## src/rtl/exec_pkg.sv

```systemverilog
// exec_pkg: shared types and constants for the execute stage.
//   op_e       - 4-bit opcode encoding (12..15 undefined)
//   state_e    - execute_unit FSM states
//   DATA_W / REG_ADDR_W - default datapath and register address widths
//   DIV0_QUOT  - quotient returned by DIVU when the divisor is zero
package exec_pkg;

  localparam int DATA_W     = 32;
  localparam int REG_ADDR_W = 6;

  localparam logic [DATA_W-1:0] DIV0_QUOT = '1;

  typedef enum logic [3:0] {
    OP_ADD  = 4'd0,
    OP_SUB  = 4'd1,
    OP_AND  = 4'd2,
    OP_OR   = 4'd3,
    OP_XOR  = 4'd4,
    OP_SLL  = 4'd5,
    OP_SRL  = 4'd6,
    OP_SRA  = 4'd7,
    OP_SLT  = 4'd8,
    OP_MUL  = 4'd9,
    OP_DIVU = 4'd10,
    OP_REMU = 4'd11
  } op_e;

  typedef enum logic [1:0] {
    IDLE = 2'd0,
    RUN  = 2'd1,
    DONE = 2'd2
  } state_e;

endpackage

```

## src/rtl/muldiv_iter.sv

```systemverilog
// muldiv_iter: iterative 32-step multiplier / restoring divider.
// Only built when EXEC_MULDIV_EN is defined.
//   clk, reset   - clock, asynchronous active-high reset
//   i_start      - latch operands/op, clear the step counter
//   i_step       - perform one iteration this cycle
//   i_op         - OP_MUL, OP_DIVU or OP_REMU
//   i_a, i_b     - operands (dividend/divisor for divide)
//   o_last       - the step performed this cycle is the final (32nd) one
//   o_result     - final result, valid once the last step has been taken
module muldiv_iter #(
  parameter int W = 32
) (
  input  logic         clk,
  input  logic         reset,
  input  logic         i_start,
  input  logic         i_step,
  input  logic [3:0]   i_op,
  input  logic [W-1:0] i_a,
  input  logic [W-1:0] i_b,
  output logic         o_last,
  output logic [W-1:0] o_result
);
  import exec_pkg::*;

  // r_acc: product accumulator (MUL) or partial remainder (DIV)
  // r_x:   multiplier shifting right (MUL) or dividend->quotient (DIV)
  // r_y:   multiplicand shifting left (MUL) or fixed divisor (DIV)
  logic [W-1:0] r_acc;
  logic [W-1:0] r_x;
  logic [W-1:0] r_y;
  logic [4:0]   r_count;
  logic         r_is_mul;
  logic         r_is_rem;
  logic         r_div0;

  // Restoring step: shift next dividend bit into the remainder and try to
  // subtract. Bit W of the difference is the borrow.
  logic [W:0] w_shift;
  logic [W:0] w_diff;
  logic       w_ge;

  assign w_shift = {r_acc, r_x[W-1]};
  assign w_diff  = w_shift - {1'b0, r_y};
  assign w_ge    = ~w_diff[W];

  always_ff @(posedge clk or posedge reset) begin
    if (reset) begin
      r_acc    <= '0;
      r_x      <= '0;
      r_y      <= '0;
      r_count  <= '0;
      r_is_mul <= 1'b0;
      r_is_rem <= 1'b0;
      r_div0   <= 1'b0;
    end else if (i_start) begin
      r_acc    <= '0;
      r_x      <= i_a;
      r_y      <= i_b;
      r_count  <= '0;
      r_is_mul <= (i_op == OP_MUL);
      r_is_rem <= (i_op == OP_REMU);
      r_div0   <= (i_b == '0);
    end else if (i_step) begin
      r_count <= r_count + 5'd1;
      if (r_is_mul) begin
        if (r_x[0]) r_acc <= r_acc + r_y;
        r_y <= r_y << 1;
        r_x <= r_x >> 1;
      end else begin
        r_acc <= w_ge ? w_diff[W-1:0] : w_shift[W-1:0];
        r_x   <= {r_x[W-2:0], w_ge};
      end
    end
  end

  assign o_last = (r_count == 5'd31);

  // A zero divisor leaves the dividend in r_acc, which is already the
  // required REMU answer; only the quotient needs overriding.
  assign o_result = (r_is_mul || r_is_rem) ? r_acc :
                    (r_div0 ? DIV0_QUOT : r_x);

endmodule

```

## src/rtl/execute_unit.sv

```systemverilog
// execute_unit: single-issue execute stage driving the register file write port.
// Single-cycle ALU ops write back the cycle after acceptance; MUL/DIVU/REMU
// iterate for 32 cycles and write back 33 cycles after acceptance.
// Build option: EXEC_MULDIV_EN enables MUL/DIVU/REMU; when undefined those
// opcodes are illegal, RUN/DONE are unreachable and busy is tied low.
// Ports:
//   clk, reset          - clock, asynchronous active-high reset
//   in_valid/in_ready   - accept handshake from decode
//   in_op, in_a, in_b   - opcode and operands
//   in_dest             - destination register
//   wb_en/wb_addr/wb_data - register file write port (wb_en one-cycle pulse)
//   illegal_op          - one-cycle pulse on an undefined opcode
//   busy                - multi-cycle op in flight (RUN or DONE)
//   dbg_state           - current FSM state
//
// Handshake: an op is accepted on a rising edge where in_valid && in_ready.
// in_ready is high only in IDLE; in_valid while in_ready is low is ignored
// and decode holds its inputs until accepted.
module execute_unit #(
  parameter int DATA_W     = exec_pkg::DATA_W,
  parameter int REG_ADDR_W = exec_pkg::REG_ADDR_W
) (
  input  logic                  clk,
  input  logic                  reset,
  input  logic                  in_valid,
  output logic                  in_ready,
  input  logic [3:0]            in_op,
  input  logic [DATA_W-1:0]     in_a,
  input  logic [DATA_W-1:0]     in_b,
  input  logic [REG_ADDR_W-1:0] in_dest,
  output logic                  wb_en,
  output logic [REG_ADDR_W-1:0] wb_addr,
  output logic [DATA_W-1:0]     wb_data,
  output logic                  illegal_op,
  output logic                  busy,
  output logic [1:0]            dbg_state
);
  import exec_pkg::*;

  state_e                r_state;
  logic                  r_in_ready;
  logic                  r_wb_en;
  logic [REG_ADDR_W-1:0] r_wb_addr;
  logic [DATA_W-1:0]     r_wb_data;
  logic                  r_illegal;

  state_e                w_state_next;
  logic                  w_wb_en_next;
  logic [REG_ADDR_W-1:0] w_wb_addr_next;
  logic [DATA_W-1:0]     w_wb_data_next;
  logic                  w_illegal_next;
  logic                  w_md_start;

  // Single-cycle ALU
  logic [DATA_W-1:0] w_alu;
  logic              w_alu_op;
  logic              w_md_op;

  always_comb begin
    w_alu    = '0;
    w_alu_op = 1'b1;
    w_md_op  = 1'b0;
    case (in_op)
      OP_ADD:  w_alu = in_a + in_b;
      OP_SUB:  w_alu = in_a - in_b;
      OP_AND:  w_alu = in_a & in_b;
      OP_OR:   w_alu = in_a | in_b;
      OP_XOR:  w_alu = in_a ^ in_b;
      OP_SLL:  w_alu = in_a << in_b[4:0];
      OP_SRL:  w_alu = in_a >> in_b[4:0];
      OP_SRA:  w_alu = $unsigned($signed(in_a) >>> in_b[4:0]);
      OP_SLT:  w_alu = {{(DATA_W-1){1'b0}}, ($signed(in_a) < $signed(in_b))};
      OP_MUL, OP_DIVU, OP_REMU: begin
        w_alu_op = 1'b0;
`ifdef EXEC_MULDIV_EN
        w_md_op  = 1'b1;
`endif
      end
      default: w_alu_op = 1'b0;
    endcase
  end

`ifdef EXEC_MULDIV_EN
  logic                  w_md_last;
  logic [DATA_W-1:0]     w_md_result;
  logic [REG_ADDR_W-1:0] r_dest;
  logic                  r_busy;

  muldiv_iter #(.W(DATA_W)) u_muldiv (
    .clk      (clk),
    .reset    (reset),
    .i_start  (w_md_start),
    .i_step   (r_state == RUN),
    .i_op     (in_op),
    .i_a      (in_a),
    .i_b      (in_b),
    .o_last   (w_md_last),
    .o_result (w_md_result)
  );

  always_ff @(posedge clk or posedge reset) begin
    if (reset) begin
      r_dest <= '0;
      r_busy <= 1'b0;
    end else begin
      if (w_md_start) r_dest <= in_dest;
      r_busy <= (w_state_next != IDLE);
    end
  end

  assign busy = r_busy;
`else
  assign busy = 1'b0;
`endif

  always_comb begin
    w_state_next   = r_state;
    w_wb_en_next   = 1'b0;
    w_wb_addr_next = r_wb_addr;
    w_wb_data_next = r_wb_data;
    w_illegal_next = 1'b0;
    w_md_start     = 1'b0;
    case (r_state)
      IDLE: begin
        if (in_valid) begin
          if (w_alu_op) begin
            w_wb_en_next   = 1'b1;
            w_wb_addr_next = in_dest;
            w_wb_data_next = w_alu;
          end else if (w_md_op) begin
            w_md_start   = 1'b1;
            w_state_next = RUN;
          end else begin
            w_illegal_next = 1'b1;
          end
        end
      end
`ifdef EXEC_MULDIV_EN
      RUN: begin
        if (w_md_last) w_state_next = DONE;
      end
      DONE: begin
        w_wb_en_next   = 1'b1;
        w_wb_addr_next = r_dest;
        w_wb_data_next = w_md_result;
        w_state_next   = IDLE;
      end
`endif
      default: w_state_next = IDLE;
    endcase
  end

  always_ff @(posedge clk or posedge reset) begin
    if (reset) begin
      r_state    <= IDLE;
      r_in_ready <= 1'b1;
      r_wb_en    <= 1'b0;
      r_wb_addr  <= '0;
      r_wb_data  <= '0;
      r_illegal  <= 1'b0;
    end else begin
      r_state    <= w_state_next;
      r_in_ready <= (w_state_next == IDLE);
      r_wb_en    <= w_wb_en_next;
      r_wb_addr  <= w_wb_addr_next;
      r_wb_data  <= w_wb_data_next;
      r_illegal  <= w_illegal_next;
    end
  end

  assign in_ready   = r_in_ready;
  assign wb_en      = r_wb_en;
  assign wb_addr    = r_wb_addr;
  assign wb_data    = r_wb_data;
  assign illegal_op = r_illegal;
  assign dbg_state  = r_state;

endmodule

```

## config.mk

```make
export PLATFORM = sky130hd
export DESIGN_NAME = execute_unit
export DESIGN_NICKNAME = d
export VERILOG_FILES = /design/src/rtl/exec_pkg.sv /design/src/rtl/muldiv_iter.sv /design/src/rtl/execute_unit.sv
export SDC_FILE = /design/constraint.sdc
export NUM_CORES = 1
export LEC_CHECK = 0
export ABC_CLOCK_PERIOD_IN_PS = 1800
export CAP_MARGIN = 15
export CORE_ASPECT_RATIO = 0.5
export CORE_UTILIZATION = 53
export DETAILED_ROUTE_END_ITERATION = 12
export PLACE_DENSITY = 0.86
export SETUP_SLACK_MARGIN = 0.05
export SYNTH_ARGS = -nofsm -noshare
export SYNTH_HDL_FRONTEND = slang
export SYNTH_SLANG_ARGS = --single-unit
```

## constraint.sdc

```tcl
create_clock -name clk -period 1.8 [get_ports clk]
set_input_delay 0.36 -clock clk [delete_from_list [all_inputs] [get_ports clk]]
set_output_delay 0.36 -clock clk [all_outputs]
set_load 0.01 [all_outputs]
```

==> results of run 1 <==
## cell usage after synthesis (19+ instances only)
cell type	instances	share of area (%)
nor3_1	36	1.8
clkbuf_1	70	2.6
a31oi_1	20	1.3
nand3_1	20	1.0
nand2_1	126	4.8
o21ai_0	111	5.6
nor2_1	164	6.2
nand2b_1	19	1.2
dfrtp_1	42	11
inv_1	86	3.2
a21oi_1	129	6.5
a211oi_1	21	1.6
ha_1	97	12
mux2i_1	66	6.7
o211ai_1	30	2.3
## stage by stage
stage                     setup slack (ps)  std cells
after floorplan                      -1280       1415
after global placement               -1760       2157
after detailed placement             -2030       2157
## kinds of logic after synthesis
logic type / count (synthesis) / share of synthesized area [%]
buf+inv: 210 / 9.01
compound gates: 513 / 34.3
simple gates: 427 / 19.2
other cells: 2 / 0.0756
fa+ha+maj: 99 / 12.6
flops: 43 / 10.8
xor+xnor: 20 / 1.76
mux: 99 / 12.2
==> impl_table.tex, run 1 <==
\begin{tabular}{lr}
\hline
Metric & Value \\
\hline
\multicolumn{2}{l}{\textbf{Clock network}} \\
\quad Deepest clock path buffer count & 2 \\
\quad Count of hold buffers inserted by post-cts repair & 0 \\
\quad TritonCTS sink count & 43 \\
\quad CTS buffer count & 5 \\
\quad Post-CTS Repair Setup Buffers & 93 \\
\quad Root buffer selected by CTS & clkbuf\_16 \\
\quad Count of H-tree levels built during CTS & 2 \\
\quad Number of gates resized after CTS & 565 \\
\multicolumn{2}{l}{\textbf{Placement}} \\
\quad Final weighted congestion in routability-driven placement & 1.21 \\
\quad Detailed Place HPWL & 45200 um \\
\quad Number of I/O port buffers & 119 \\
\quad Post-detailed-placement cell area & 14900 sq um \\
\multicolumn{2}{l}{\textbf{Floorplanning}} \\
\quad Die width & 196 um \\
\quad Site row count & 34 \\
\quad Starting density of the core & 55.6\% \\
\quad Height of the die & 98.8 um \\
\quad Total I/O pin count & 121 \\
\multicolumn{2}{l}{\textbf{Yosys}} \\
\quad Total number of yosys warnings & 0 \\
\quad Share of flip-flops with an asynchronous set or reset & 100\% \\
\quad Post-synthesis sequential element count & 43 \\
\quad Sequential share of the synthesized area & 10.8\% \\
\quad Cell area after technology mapping & 9930 sq um \\
\quad Number of cells produced by synthesis & 1413 \\
\quad Count of flip-flops with a built-in enable after synthesis & 0 \\
\quad Distinct cells, synth & 87 \\
\quad Average instance area after synthesis & 7.03 sq um \\
\quad Most used flip-flop cell after synthesis & dfrtp\_1 \\
\multicolumn{2}{l}{\textbf{Outcome}} \\
\quad First Err & [ERROR DPL-0033] detailed placement checks failed during check placement. \\
\quad Halt Stage & clock tree synthesis (4\_1\_cts) \\
\quad Outcome & stopped before the end \\
\hline
\end{tabular}
==> run 2, diff against run 1 <==
==> config.mk (replaced) <==
export PLATFORM = sky130hd
export DESIGN_NAME = execute_unit
export DESIGN_NICKNAME = d
export VERILOG_FILES = /design/src/rtl/exec_pkg.sv /design/src/rtl/muldiv_iter.sv /design/src/rtl/execute_unit.sv
export SDC_FILE = /design/constraint.sdc
export NUM_CORES = 1
export LEC_CHECK = 0
export ABC_CLOCK_PERIOD_IN_PS = 2300
export CAP_MARGIN = 15
export CORE_UTILIZATION = 40
export DETAILED_ROUTE_END_ITERATION = 12
export PLACE_DENSITY_LB_ADDON = 0.15
export SYNTH_ARGS = -nofsm -noshare
export SYNTH_HDL_FRONTEND = slang
export SYNTH_SLANG_ARGS = --single-unit
==> constraint.sdc (replaced) <==
create_clock -name clk -period 2.3 [get_ports clk]
set_input_delay 0.46 -clock clk [delete_from_list [all_inputs] [get_ports clk]]
set_output_delay 0.46 -clock clk [all_outputs]
set_load 0.01 [all_outputs]
==> impl_table.tex, run 2 <==
\begin{tabular}{lr}
\hline
Metric & Value \\
\hline
\multicolumn{2}{l}{\textbf{Clock network}} \\
\quad Count of H-tree levels built during CTS & 2 (unchanged) \\
\quad Root buffer selected by CTS & clkbuf\_16 \\
\quad TritonCTS sink count & 43 (unchanged) \\
\quad Clock latency of the later-clocked register in the worst-skew pair & 300 ps \\
\quad Clock transition at the registers of the reported paths & 80 ps \\
\quad CTS buffer count & 5 (unchanged) \\
\quad Deepest clock path buffer count & 2 (unchanged) \\
\quad Clock tree from TritonCTS & done \\
\multicolumn{2}{l}{\textbf{Worst hold path}} \\
\quad Hold Path Class & input port to asynchronous set/reset pin \\
\multicolumn{2}{l}{\textbf{Yosys}} \\
\quad Cell area after technology mapping & 9930 sq um (unchanged) \\
\quad Average instance area after synthesis & 7.03 sq um (unchanged) \\
\quad Post-synthesis sequential element count & 43 (unchanged) \\
\quad Top cells by instance count after synthesis & nor2\_1, a21oi\_1, nand2\_1 \\
\quad Total number of yosys warnings & 0 (unchanged) \\
\quad Number of cells produced by synthesis & 1413 (unchanged) \\
\quad Dominant cells by area after synthesis & ha\_1, dfrtp\_1, mux2i\_1, a21oi\_1, nor2\_1 \\
\quad Distinct cells, synth & 87 (unchanged) \\
\quad Top cell type by total area after synthesis & ha\_1 \\
\quad Most used flip-flop cell after synthesis & dfrtp\_1 \\
\quad Share of flip-flops with an asynchronous set or reset & 100\% (unchanged) \\
\quad Count of flip-flops with a built-in enable after synthesis & 0 (unchanged) \\
\quad Most used standard cell by instance count after synthesis & nor2\_1 \\
\quad Sequential share of the synthesized area & 10.8\% (unchanged) \\
\quad Area share of the largest cell type after synthesis & 12.2\% (unchanged) \\
\multicolumn{2}{l}{\textbf{Cells and area}} \\
\quad Most frequent cells in the layout & buf\_4, nor2\_1, nand2\_1 \\
\quad Most common library cell in the layout ignoring fill and taps & buf\_4 \\
\quad Cell area after layout & 18000 sq um \\
\quad Proportion of layout cells with a drive suffix above 1 & 49.2\% \\
\quad Area growth from synthesis to layout & 81.5\% \\
\quad Antenna diode count & 0 \\
\quad Max FFs per register & 32 \\
\quad Net count reported at finish & 2207 \\
\multicolumn{2}{l}{\textbf{STA}} \\
\quad Total setup violations reported at the end of the flow & 30 \\
\quad Timing-limited maximum frequency & 0.346 GHz \\
\quad Tightest slew margin relative to the limit & 54.6\% \\
\quad Unrepaired setup endpoints after global routing & yes \\
\quad Worst slew pin tran & 680 ps \\
\quad Worst slack on hold paths & 495 ps \\
\quad Final cycle utilization of the critical path & 126\% \\
\quad Setup WS post-layout & -589 ps \\
\quad Shortest clock period the worst path allows after layout & 2890 ps \\
\quad Clock Skew & 6.23 ps \\
\quad Number of hold-slack violations in the final timing report & 0 \\
\quad Max-slew violation total from the final report & 0 \\
\multicolumn{2}{l}{\textbf{Detailed routing}} \\
\quad Detailed router's first-iteration violation count & 1646 \\
\quad Detailed Route WL & 57700 um \\
\quad Detailed-router iteration count before antenna repair & 7 \\
\quad Number of remaining DRC errors & 0 \\
\quad Vias per inst & 6.17 \\
\quad Average routed wire per standard cell & 24.5 um \\
\quad Post-route ant nets & 0 \\
\quad Via count & 14.5k \\
\multicolumn{2}{l}{\textbf{Outcome}} \\
\quad Violations in the final reports & negative setup slack \\
\quad Outcome & finished, violations left \\
\multicolumn{2}{l}{\textbf{Power and ir drop}} \\
\quad Post-layout total power & 6.66 mW \\
\quad LEAKAGE & 8.03 nW \\
\quad Peak ir drop on the vdd network & 317 uV \\
\quad Switching power & 2.88 mW \\
\quad Clock share of power & 13.1\% \\
\quad Internal power & 3.78 mW \\
\quad Share of power burned in combinational logic & 71.2\% \\
\quad Power per Cell Area & 369 nW/um\^{}2 \\
\quad Seq pwr share & 15.7\% \\
\quad Fraction of power spent switching nets & 43.2\% \\
\multicolumn{2}{l}{\textbf{Critical path}} \\
\quad Critical path class & input port to flop \\
\quad Critical path required time & 2470 ps \\
\quad Arrival time at the worst endpoint & 3060 ps \\
\quad CP startpoint kind & input port \\
\quad Element type at the critical path end & flop \\
\quad Critical path fanouts, max & 4 \\
\multicolumn{2}{l}{\textbf{Global route}} \\
\quad Antenna violations before repair & 0 \\
\quad Met3 demand-to-capacity share in global routing & 5.65\% \\
\quad Wire length of the first global-routing pass & 84800 um \\
\quad GR Layer Usage met1 & 52.2\% \\
\quad Largest net degree at the start of global routing & 60 \\
\quad Gr ovfl total & 0 \\
\quad GR met2 Demand/Resource & 71.8\% \\
\quad Number of global-route vias before repair & 14.4k \\
\quad Total global-route track usage & 43.5\% \\
\quad Top Usage Layer GRT & met2 \\
\multicolumn{2}{l}{\textbf{Floorplanning}} \\
\quad Site row count & 57 (+68\%) \\
\quad Height of the die & 160 um (+62\%) \\
\quad Die footprint & 25500 sq um \\
\quad Die width & 160 um (-18\%) \\
\quad Starting density of the core & 40.8\% (-15 points) \\
\quad Core area & 24300 sq um \\
\quad Total I/O pin count & 121 (unchanged) \\
\multicolumn{2}{l}{\textbf{Placement}} \\
\quad Post-detailed-placement cell area & 15100 sq um (+1.5\%) \\
\quad Number of I/O port buffers & 119 (unchanged) \\
\quad Detailed Place HPWL & 43400 um (-4.1\%) \\
\quad Worst slack after detailed placement & -1540 ps (+483 ps) \\
\quad Final weighted congestion in routability-driven placement & 1.13 (-6.7\%) \\
\multicolumn{2}{l}{\textbf{Flow run}} \\
\quad Max Cap Viol & 0 \\
\hline
\end{tabular}
run 2: cell counts after synthesis:
Identical to the previous run, type by type.
run 2: worst paths after layout:
path	start	endpoint	slack, ps	cells past startpoint
worst max-delay path	in_b[4]	wb_data[31]	-590	13
worst min-delay path	reset	wb_data[0]	490	2
worst max register to register	dbg_state[1]	wb_data[25]	-40	10
worst min register to register	wb_data[30]	wb_data[30]	500	1
max in group asynchronous	reset	wb_data[16]	1220	3
min in group clk	wb_data[30]	wb_data[30]	500	1
run 2: kinds of logic after synthesis:
logic type,count (synthesis),share of synthesized area (%)
XOR/XNOR,20,1.76
AO/OA/AOI/OAI,513,34.3
other,2,0.0756
buffers and inverters,210,9.01
multiplexers,99,12.2
adder cells (fa/ha/maj),99,12.6
AND/OR/NAND/NOR,427,19.2
flip-flops,43,10.8
run 2: worst max-delay path, stage by stage:
cell      delay, ps
buf_8            90
clkinv_8         50
ha_4            290
inv_4            40
a221o_1         410
o21ai_2         210
a21oi_2          90
or4b_4          540
a21boi_4        230
o21ai_4         100
a221oi_2        240
mux2i_1         210
a31oi_1         100
run 2: area by class of cell:
class,instances,area (sq um)
multi-input combinational,1162,9750
fill,1847,6290
timing repair buffer,722,6200
sequential,43,1080
inverter,97,429
tap,324,405
clock buffer,5,125
clock inverter,3,43.8
run 2: through the flow:
stage,utilization [%],std cells,TNS (ps)
after floorplan,-,1415,-16000
after detailed placement,62.2,2266,-37540
after CTS,71.2,2330,-10030
after global placement,62.2,2266,-36470
final,74.1,2356,-11100
after global routing,74.1,2356,-13620
run 2: metal layers:
metal | wire [um] | up-vias
li1 | - | 6412
met1 | 21700 | 6950
met2 | 26000 | 923
met3 | 4970 | 244
met4 | 5010 | 0
met5 | 0 | -
run 2: timing repair:
action                     in CTS  in global routing
setup endpoints to repair      38                 32
pin swaps                     166                116
buffers inserted               57                 34
resized for setup             520                153
gates cloned                    2                  1
hold buffers                    0                  0
run 2: power groups by stage:
stage	clock [mW]	sequential, mW	combinational, mW
6_report	0.875	1.04	4.74
5_1_grt	0.900	1.06	4.96
4_1_cts	0.879	1.04	4.36
3_5_place_dp	0	1.05	3.78
3_3_place_gp	0	1.04	3.76
2_1_floorplan	0	1.10	1.70
Power figures use the tool's default switching activity.
==> run 3, diff against run 2 <==
--- a/config.mk
+++ b/config.mk
@@ -7,7 +7,7 @@
 export LEC_CHECK = 0
 export ABC_CLOCK_PERIOD_IN_PS = 2300
 export CAP_MARGIN = 15
-export CORE_UTILIZATION = 40
+export CORE_UTILIZATION = 30
 export DETAILED_ROUTE_END_ITERATION = 12
 export PLACE_DENSITY_LB_ADDON = 0.15
 export SYNTH_ARGS = -nofsm -noshare
==> impl_table.tex, run 3 (synthesis gave the netlist of run 2 again) <==
\begin{tabular}{lr}
\hline
Metric & Value \\
\hline
\multicolumn{2}{l}{\textbf{Outcome}} \\
\quad Outcome & finished, violations left \\
\quad Violations in the final reports & negative setup slack \\
\multicolumn{2}{l}{\textbf{Cells and area}} \\
\quad Area growth from synthesis to layout & 86.4\% \\
\quad Net count reported at finish & 2226 (+0.86\%) \\
\quad Max FFs per register & 32 (unchanged) \\
\quad Most common library cell in the layout ignoring fill and taps & buf\_4 \\
\quad Most frequent cells in the layout & buf\_4, nor2\_1, nand2\_1 \\
\quad Number of fillers in the final layout & 3082 (+67\%) \\
\quad Proportion of layout cells with a drive suffix above 1 & 51.2\% (+2.0 points) \\
\multicolumn{2}{l}{\textbf{Placement}} \\
\quad Detailed Place HPWL & 46000 um (+6.0\%) \\
\quad Worst slack after detailed placement & -1520 ps (+25.0 ps) \\
\quad Final weighted congestion in routability-driven placement & 0.980 (-13\%) \\
\quad Number of I/O port buffers & 119 (unchanged) \\
\multicolumn{2}{l}{\textbf{Clock network}} \\
\quad Clock transition at the registers of the reported paths & 70 ps (about the same) \\
\quad CTS buffer count & 5 (unchanged) \\
\quad Clock tree from TritonCTS & done \\
\quad Clock latency of the later-clocked register in the worst-skew pair & 300 ps (about the same) \\
\quad Root buffer selected by CTS & clkbuf\_16 \\
\quad Count of H-tree levels built during CTS & 2 (unchanged) \\
\quad TritonCTS sink count & 43 (unchanged) \\
\quad Deepest clock path buffer count & 2 (unchanged) \\
\quad Count of hold buffers inserted by post-cts repair & 0 (unchanged) \\
\multicolumn{2}{l}{\textbf{STA}} \\
\quad Worst slew pin tran & 691 ps (+10.3 ps) \\
\quad Unrepaired setup endpoints after global routing & yes \\
\quad Clock Skew & 9.06 ps (+2.83 ps) \\
\quad Total setup violations reported at the end of the flow & 29 (-3.3\%) \\
\quad Final cycle utilization of the critical path & 125\% (-0.63 points) \\
\quad Timing-limited maximum frequency & 0.348 GHz (+0.50\%) \\
\quad Max-slew violation total from the final report & 0 (unchanged) \\
\quad Tightest slew margin relative to the limit & 54.0\% (-0.68 points) \\
\quad Setup WS post-layout & -574 ps (+14.5 ps) \\
\quad Shortest clock period the worst path allows after layout & 2870 ps (-14.5 ps) \\
\quad Number of hold-slack violations in the final timing report & 0 (unchanged) \\
\multicolumn{2}{l}{\textbf{Power and ir drop}} \\
\quad LEAKAGE & 8.15 nW (+1.5\%) \\
\quad Power per Cell Area & 369 nW/um\^{}2 (about the same) \\
\quad Post-layout total power & 6.83 mW (+2.6\%) \\
\quad Peak ir drop on the vdd network & 357 uV (+13\%) \\
\multicolumn{2}{l}{\textbf{Critical path}} \\
\quad Critical-path cell with the highest stage delay & or4\_4 \\
\quad Largest incremental delay on the critical path & 420 ps (-120 ps) \\
\quad CP startpoint kind & input port \\
\quad Critical path fanouts, max & 3 (-1) \\
\quad List of cells traversed by the critical path & buf\_8 > inv\_4 > ha\_4 > or3\_4 > or4\_4 > o21a\_4 > a41oi\_4 > a21oi\_4 > buf\_6 > nor3\_4 > nor4b\_4 > o32a\_1 \\
\quad Element type at the critical path end & flop \\
\quad Critical path required time & 2490 ps (+20 ps) \\
\quad Critical path class & input port to flop \\
\quad Arrival time at the worst endpoint & 3070 ps (about the same) \\
\multicolumn{2}{l}{\textbf{Global route}} \\
\quad Largest net degree at the start of global routing & 56 (-6.7\%) \\
\quad Total global-route track usage & 34.0\% (-9.5 points) \\
\quad Gr ovfl total & 0 (unchanged) \\
\quad Number of global-route vias before repair & 13.6k (-5.2\%) \\
\quad Antenna violations before repair & 2 (+2) \\
\quad Wire length of the first global-routing pass & 85400 um (+0.72\%) \\
\multicolumn{2}{l}{\textbf{Flow run}} \\
\quad Max Cap Viol & 0 (unchanged) \\
\multicolumn{2}{l}{\textbf{Detailed routing}} \\
\quad Post-route ant nets & 0 (unchanged) \\
\quad Detailed router's first-iteration violation count & 1145 (-30\%) \\
\quad Detailed-router iteration count before antenna repair & 8 (+1) \\
\quad Vias per inst & 5.57 (-9.7\%) \\
\quad Via count & 13.9k (-4.4\%) \\
\quad Detailed Route WL & 57800 um (+0.34\%) \\
\quad Number of remaining DRC errors & 0 (unchanged) \\
\quad Average routed wire per standard cell & 23.2 um (-5.2\%) \\
\multicolumn{2}{l}{\textbf{Floorplanning}} \\
\quad Core area & 32500 sq um (+34\%) \\
\quad Height of the die & 184 um (+15\%) \\
\quad Die width & 184 um (+15\%) \\
\quad Die footprint & 33800 sq um (+33\%) \\
\quad Site row count & 66 (+16\%) \\
\quad Starting density of the core & 30.5\% (-10 points) \\
\quad Total I/O pin count & 121 (unchanged) \\
\multicolumn{2}{l}{\textbf{Worst hold path}} \\
\quad Hold Path Class & flop to flop \\
\hline
\end{tabular}
run 3: area by class of cell:
type / count / area (sq um) / share of cell area (%)
multi-input cells: 1162 / 9930 / 53.6
repair buffers: 741 / 6330 / 34.2
flip-flops and latches: 43 / 1080 / 5.82
well taps: 442 / 553 / 2.99
inverters: 97 / 434 / 2.34
clock buffers: 6 / 129 / 0.696
clock inverters: 2 / 60.1 / 0.324
diodes: 1 / 2.50 / 0.0135
run 3: worst paths after layout:
kind                                    from     endpoint  slack [ps]  cells after the start
max in group asynchronous              reset     in_ready        1500                      3
worst max register to register  dbg_state[1]  wb_data[30]         170                      9
worst min-delay path             wb_data[24]  wb_data[24]         490                      1
worst max-delay path                in_a[11]   wb_data[0]        -570                     12
worst min register to register   wb_data[24]  wb_data[24]         490                      1
min in group asynchronous              reset  wb_data[30]         530                      3
run 3: per-stage QoR:
step / cells / hold WS, ps / cell area, sq um / utilization, % / setup TNS (ps)
after floorplan: 1415 / 531 / 10200 / - / -16000
after CTS: 2476 / 503 / 17700 / 54.5 / -10120
final: 2494 / 495 / 18500 / 56.9 / -9310
after global routing: 2493 / 511 / 18500 / 56.9 / -11840
after global placement: 2411 / 477 / 15500 / 47.6 / -40560
after detailed placement: 2411 / 487 / 15500 / 47.6 / -41020
run 3: critical path: cells and delay by family:
| kind | cells | cell delay, ps |
|---|---|---|
| simple gates | 4 | 1120 |
| buf+inv | 3 | 290 |
| fa+ha+maj | 1 | 200 |
| compound gates | 4 | 990 |
run 3: report_power, final:
group | internal (mW) | switching, mW
clock network | 0.625 | 0.354
logic | 2.42 | 2.40
registers | 0.921 | 0.112
total | 3.96 | 2.87
run 3: what timing repair did:
item,CTS,global route
pin swaps,159,129
hold endpoints to repair,0,0
endpoints found under the setup margin,38,38
cloned,5,0
gates resized for setup,525,178
buffers inserted,67,32
run 3: layer usage:
layer  vias to the layer above  part of all wire, %  global-route usage (%)
met5                         -                0.022                       0
met4                         2                  5.6                    15.2
met3                       121                  6.2                    3.84
met2                       594                   47                    58.1
met1                      6703                   41                    42.8
li1                       6474                    -                       -
==> run 4, diff against run 3 <==
--- a/config.mk
+++ b/config.mk
@@ -5,9 +5,10 @@
 export SDC_FILE = /design/constraint.sdc
 export NUM_CORES = 1
 export LEC_CHECK = 0
-export ABC_CLOCK_PERIOD_IN_PS = 2300
+export ABC_CLOCK_PERIOD_IN_PS = 3200
 export CAP_MARGIN = 15
 export CORE_UTILIZATION = 30
+export CTS_BUF_LIST = sky130_fd_sc_hd__clkbuf_16
 export DETAILED_ROUTE_END_ITERATION = 12
 export PLACE_DENSITY_LB_ADDON = 0.15
 export SYNTH_ARGS = -nofsm -noshare
==> constraint.sdc (replaced) <==
create_clock -name clk -period 3.2 [get_ports clk]
set_input_delay 0.64 -clock clk [delete_from_list [all_inputs] [get_ports clk]]
set_output_delay 0.64 -clock clk [all_outputs]
set_load 0.01 [all_outputs]
==> impl_table.tex, run 4 (synthesis gave the netlist of run 2 again) <==
\begin{tabular}{lr}
\hline
Metric & Value \\
\hline
\multicolumn{2}{l}{\textbf{STA}} \\
\quad Unrepaired setup endpoints after global routing & yes \\
\quad Worst slack on hold paths & 491 ps (-4.31 ps) \\
\quad Total negative slack & 0 ps (+9310 ps) \\
\quad Total setup violations reported at the end of the flow & 0 (-100\%) \\
\quad Timing-limited maximum frequency & 0.317 GHz \\
\quad Setup WS post-layout & 49.9 ps (+624 ps) \\
\quad Worst slew pin tran & 841 ps (+150 ps) \\
\quad Number of hold-slack violations in the final timing report & 0 (unchanged) \\
\quad Clock Skew & 12.0 ps (+2.91 ps) \\
\quad Tightest slew margin relative to the limit & 43.6\% (-10 points) \\
\quad Max-slew violation total from the final report & 0 (unchanged) \\
\quad Shortest clock period the worst path allows after layout & 3150 ps \\
\quad Final cycle utilization of the critical path & 98.4\% \\
\multicolumn{2}{l}{\textbf{Placement}} \\
\quad Post-detailed-placement cell area & 15200 sq um (-2.0\%) \\
\quad Final weighted congestion in routability-driven placement & 1.06 (+7.9\%) \\
\quad Number of I/O port buffers & 119 (unchanged) \\
\quad Worst slack after detailed placement & -905 ps (+615 ps) \\
\quad Detailed Place HPWL & 45300 um (-1.4\%) \\
\multicolumn{2}{l}{\textbf{Detailed routing}} \\
\quad Vias per inst & 5.52 (-0.89\%) \\
\quad Average routed wire per standard cell & 23.1 um (-0.24\%) \\
\quad Detailed-router iteration count before antenna repair & 5 (-3) \\
\quad DRT met1 WL & 23600 um (-0.99\%) \\
\quad Post-route ant nets & 0 (unchanged) \\
\quad Via count & 13.3k (-4.5\%) \\
\quad Number of remaining DRC errors & 0 (unchanged) \\
\quad Met2 Routed Length & 26200 um (-3.8\%) \\
\quad Amount of wire on met3 after detailed routing & 2680 um (-25\%) \\
\quad Highest layer used for signal routing & met4 \\
\quad Detailed router's first-iteration violation count & 1040 (-9.2\%) \\
\quad Detailed Route WL & 55600 um (-3.8\%) \\
\multicolumn{2}{l}{\textbf{Critical path}} \\
\quad Arrival time at the worst endpoint & 3330 ps (+260 ps) \\
\quad CP Capture Point & wb\_data[20] \\
\quad Buffers \& Inverters on Critical Path & 5 (+2) \\
\quad Critical-path cell with the highest stage delay & mux2\_2 \\
\quad R2R setup slack & 840 ps (+670 ps) \\
\quad Cell count of the worst reg-to-reg path & 10 (+1) \\
\quad Kind of cell adding the most delay to the critical path & compound AO/OA/AOI/OAI gates \\
\quad Element type at the critical path end & flop \\
\quad List of cells traversed by the critical path & buf\_4 > buf\_6 > buf\_12 > buf\_4 > mux2\_2 > mux2i\_2 > o211ai\_1 > o211ai\_1 > buf\_4 > o21a\_1 > nand4\_1 > a22o\_1 > o32a\_1 \\
\quad Critical path fanouts, max & 17 (+14) \\
\quad CP startpoint kind & input port \\
\quad Critical path class & input port to flop \\
\quad Largest incremental delay on the critical path & 390 ps (-30 ps) \\
\quad Worst setup path startpoint & in\_b[0] \\
\quad Critical path's most frequent cell & buf\_4 \\
\quad Critical path required time & 3380 ps (+890 ps) \\
\quad Launching point of the worst reg2reg path & dbg\_state[1] \\
\quad Number of gates on the worst path with buffers counted & 13 (+1) \\
\quad Reg-to-reg critical path endpoint & wb\_data[26] \\
\multicolumn{2}{l}{\textbf{Power and ir drop}} \\
\quad Post-layout total power & 4.30 mW (-37\%) \\
\quad LEAKAGE & 7.38 nW (-9.4\%) \\
\quad Power per Cell Area & 264 nW/um\^{}2 (-28\%) \\
\quad Peak ir drop on the vdd network & 204 uV (-43\%) \\
\multicolumn{2}{l}{\textbf{Clock network}} \\
\quad Clock latency of the later-clocked register in the worst-skew pair & 310 ps (about the same) \\
\quad TritonCTS sink count & 43 (unchanged) \\
\quad Deepest clock path buffer count & 2 (unchanged) \\
\quad Root buffer selected by CTS & clkbuf\_16 \\
\quad CTS buffer count & 5 (unchanged) \\
\quad Count of H-tree levels built during CTS & 2 (unchanged) \\
\quad Clock tree from TritonCTS & done \\
\quad Clock transition at the registers of the reported paths & 60 ps (about the same) \\
\quad Count of hold buffers inserted by post-cts repair & 0 (unchanged) \\
\multicolumn{2}{l}{\textbf{Cells and area}} \\
\quad Max FFs per register & 32 (unchanged) \\
\quad Antenna diode count & 0 (-1) \\
\quad Most common library cell in the layout ignoring fill and taps & buf\_4 \\
\quad Net count reported at finish & 2137 (-4.0\%) \\
\quad Number of fillers in the final layout & 3312 (+7.5\%) \\
\quad Most frequent cells in the layout & buf\_4, nor2\_1, nand2\_1 \\
\quad Proportion of layout cells with a drive suffix above 1 & 39.5\% (-12 points) \\
\quad Area growth from synthesis to layout & 64.0\% \\
\quad Cell area after layout & 16300 sq um (-12\%) \\
\multicolumn{2}{l}{\textbf{Global route}} \\
\quad Antenna violations before repair & 0 (-2) \\
\quad Gr ovfl total & 0 (unchanged) \\
\quad Largest net degree at the start of global routing & 65 (+16\%) \\
\quad Wire length of the first global-routing pass & 81500 um (-4.6\%) \\
\quad Number of global-route vias before repair & 13.0k (-5.0\%) \\
\quad Total global-route track usage & 32.4\% (-1.6 points) \\
\multicolumn{2}{l}{\textbf{Floorplanning}} \\
\quad Core area & 32500 sq um (unchanged) \\
\quad Height of the die & 184 um (unchanged) \\
\quad Die width & 184 um (unchanged) \\
\quad Site row count & 66 (unchanged) \\
\quad Starting density of the core & 30.5\% (unchanged) \\
\quad Total I/O pin count & 121 (unchanged) \\
\quad Die footprint & 33800 sq um (unchanged) \\
\multicolumn{2}{l}{\textbf{Worst hold path}} \\
\quad Hold Path Class & flop to flop \\
\quad Number of cells on the worst hold path & 1 (unchanged) \\
\multicolumn{2}{l}{\textbf{Flow run}} \\
\quad Max Cap Viol & 0 (unchanged) \\
\multicolumn{2}{l}{\textbf{Outcome}} \\
\quad Outcome & completed \\
\hline
\end{tabular}
==> run 4: cell types whose count changed in the layout (fill, tap and decap cells not counted), sizes merged <==
cell           delta
clkbuf            +1
clkinv            +1
inv               +2
clkdlybuf4s50    +12
dlymetal6s2s      +7
diode             -1
dlygate4sd2       -4
bufbuf            -2
clkdlybuf4s15     +2
buf             -106
bufinv            -2
==> run 4: power breakdown <==
group	internal (mW)	switching (mW)
logic	1.48	1.53
clock network	0.287	0.260
registers	0.662	0.0793
==> run 4: through the flow <==
step	utilization [%]	instances
after global placement	46.6	2368
after global routing	50.1	2404
after CTS	48.8	2391
final	50.1	2404
after detailed placement	46.6	2368
after floorplan	-	1415
==> run 4: worst min path at each step <==
stage,from,to
floorplan,wb_data[24],wb_data[24]
finish,wb_data[30],wb_data[30]
CTS,wb_data[30],wb_data[30]
detailed placement,wb_data[30],wb_data[30]
global placement,wb_data[30],wb_data[30]
global route,wb_data[30],wb_data[30]
==> run 4: worst register-to-register path: stages (launching register included) <==
cell and delay (ps):
dfrtp_1 390, nor2_1 100, nand2_1 200, a21oi_4 220, o21ai_1 180, buf_4 190
a211oi_1 330, o221ai_1 210, a211oi_2 210, buf_4 140, a31oi_1 70
==> run 4: routing by layer <==
metal  global-route usage [%]  vias to the layer above
met5                        0                        -
met4                     14.4                        0
met3                     3.03                      127
met2                     55.8                      499
met1                     40.7                     6383
li1                         -                     6264
==> run 4: final cells by class <==
type	count	area, sq um	share of cell area (%)
Clock inverter	3	16.3	0.0999
Clock buffer	5	125	0.768
Sequential cell	43	1080	6.61
Multi-Input combinational cell	1162	8800	54.0
Tap cell	442	553	3.40
Inverter	97	399	2.45
Timing Repair Buffer	652	5320	32.6
==> run 4: timing repair <==
| action | 4_1_cts | 5_1_grt |
|---|---|---|
| gates resized for setup | 151 | 110 |
| buffers inserted | 16 | 13 |
| cloned | 0 | 1 |
| setup endpoints to repair | 23 | 18 |
| pin swaps | 38 | 34 |
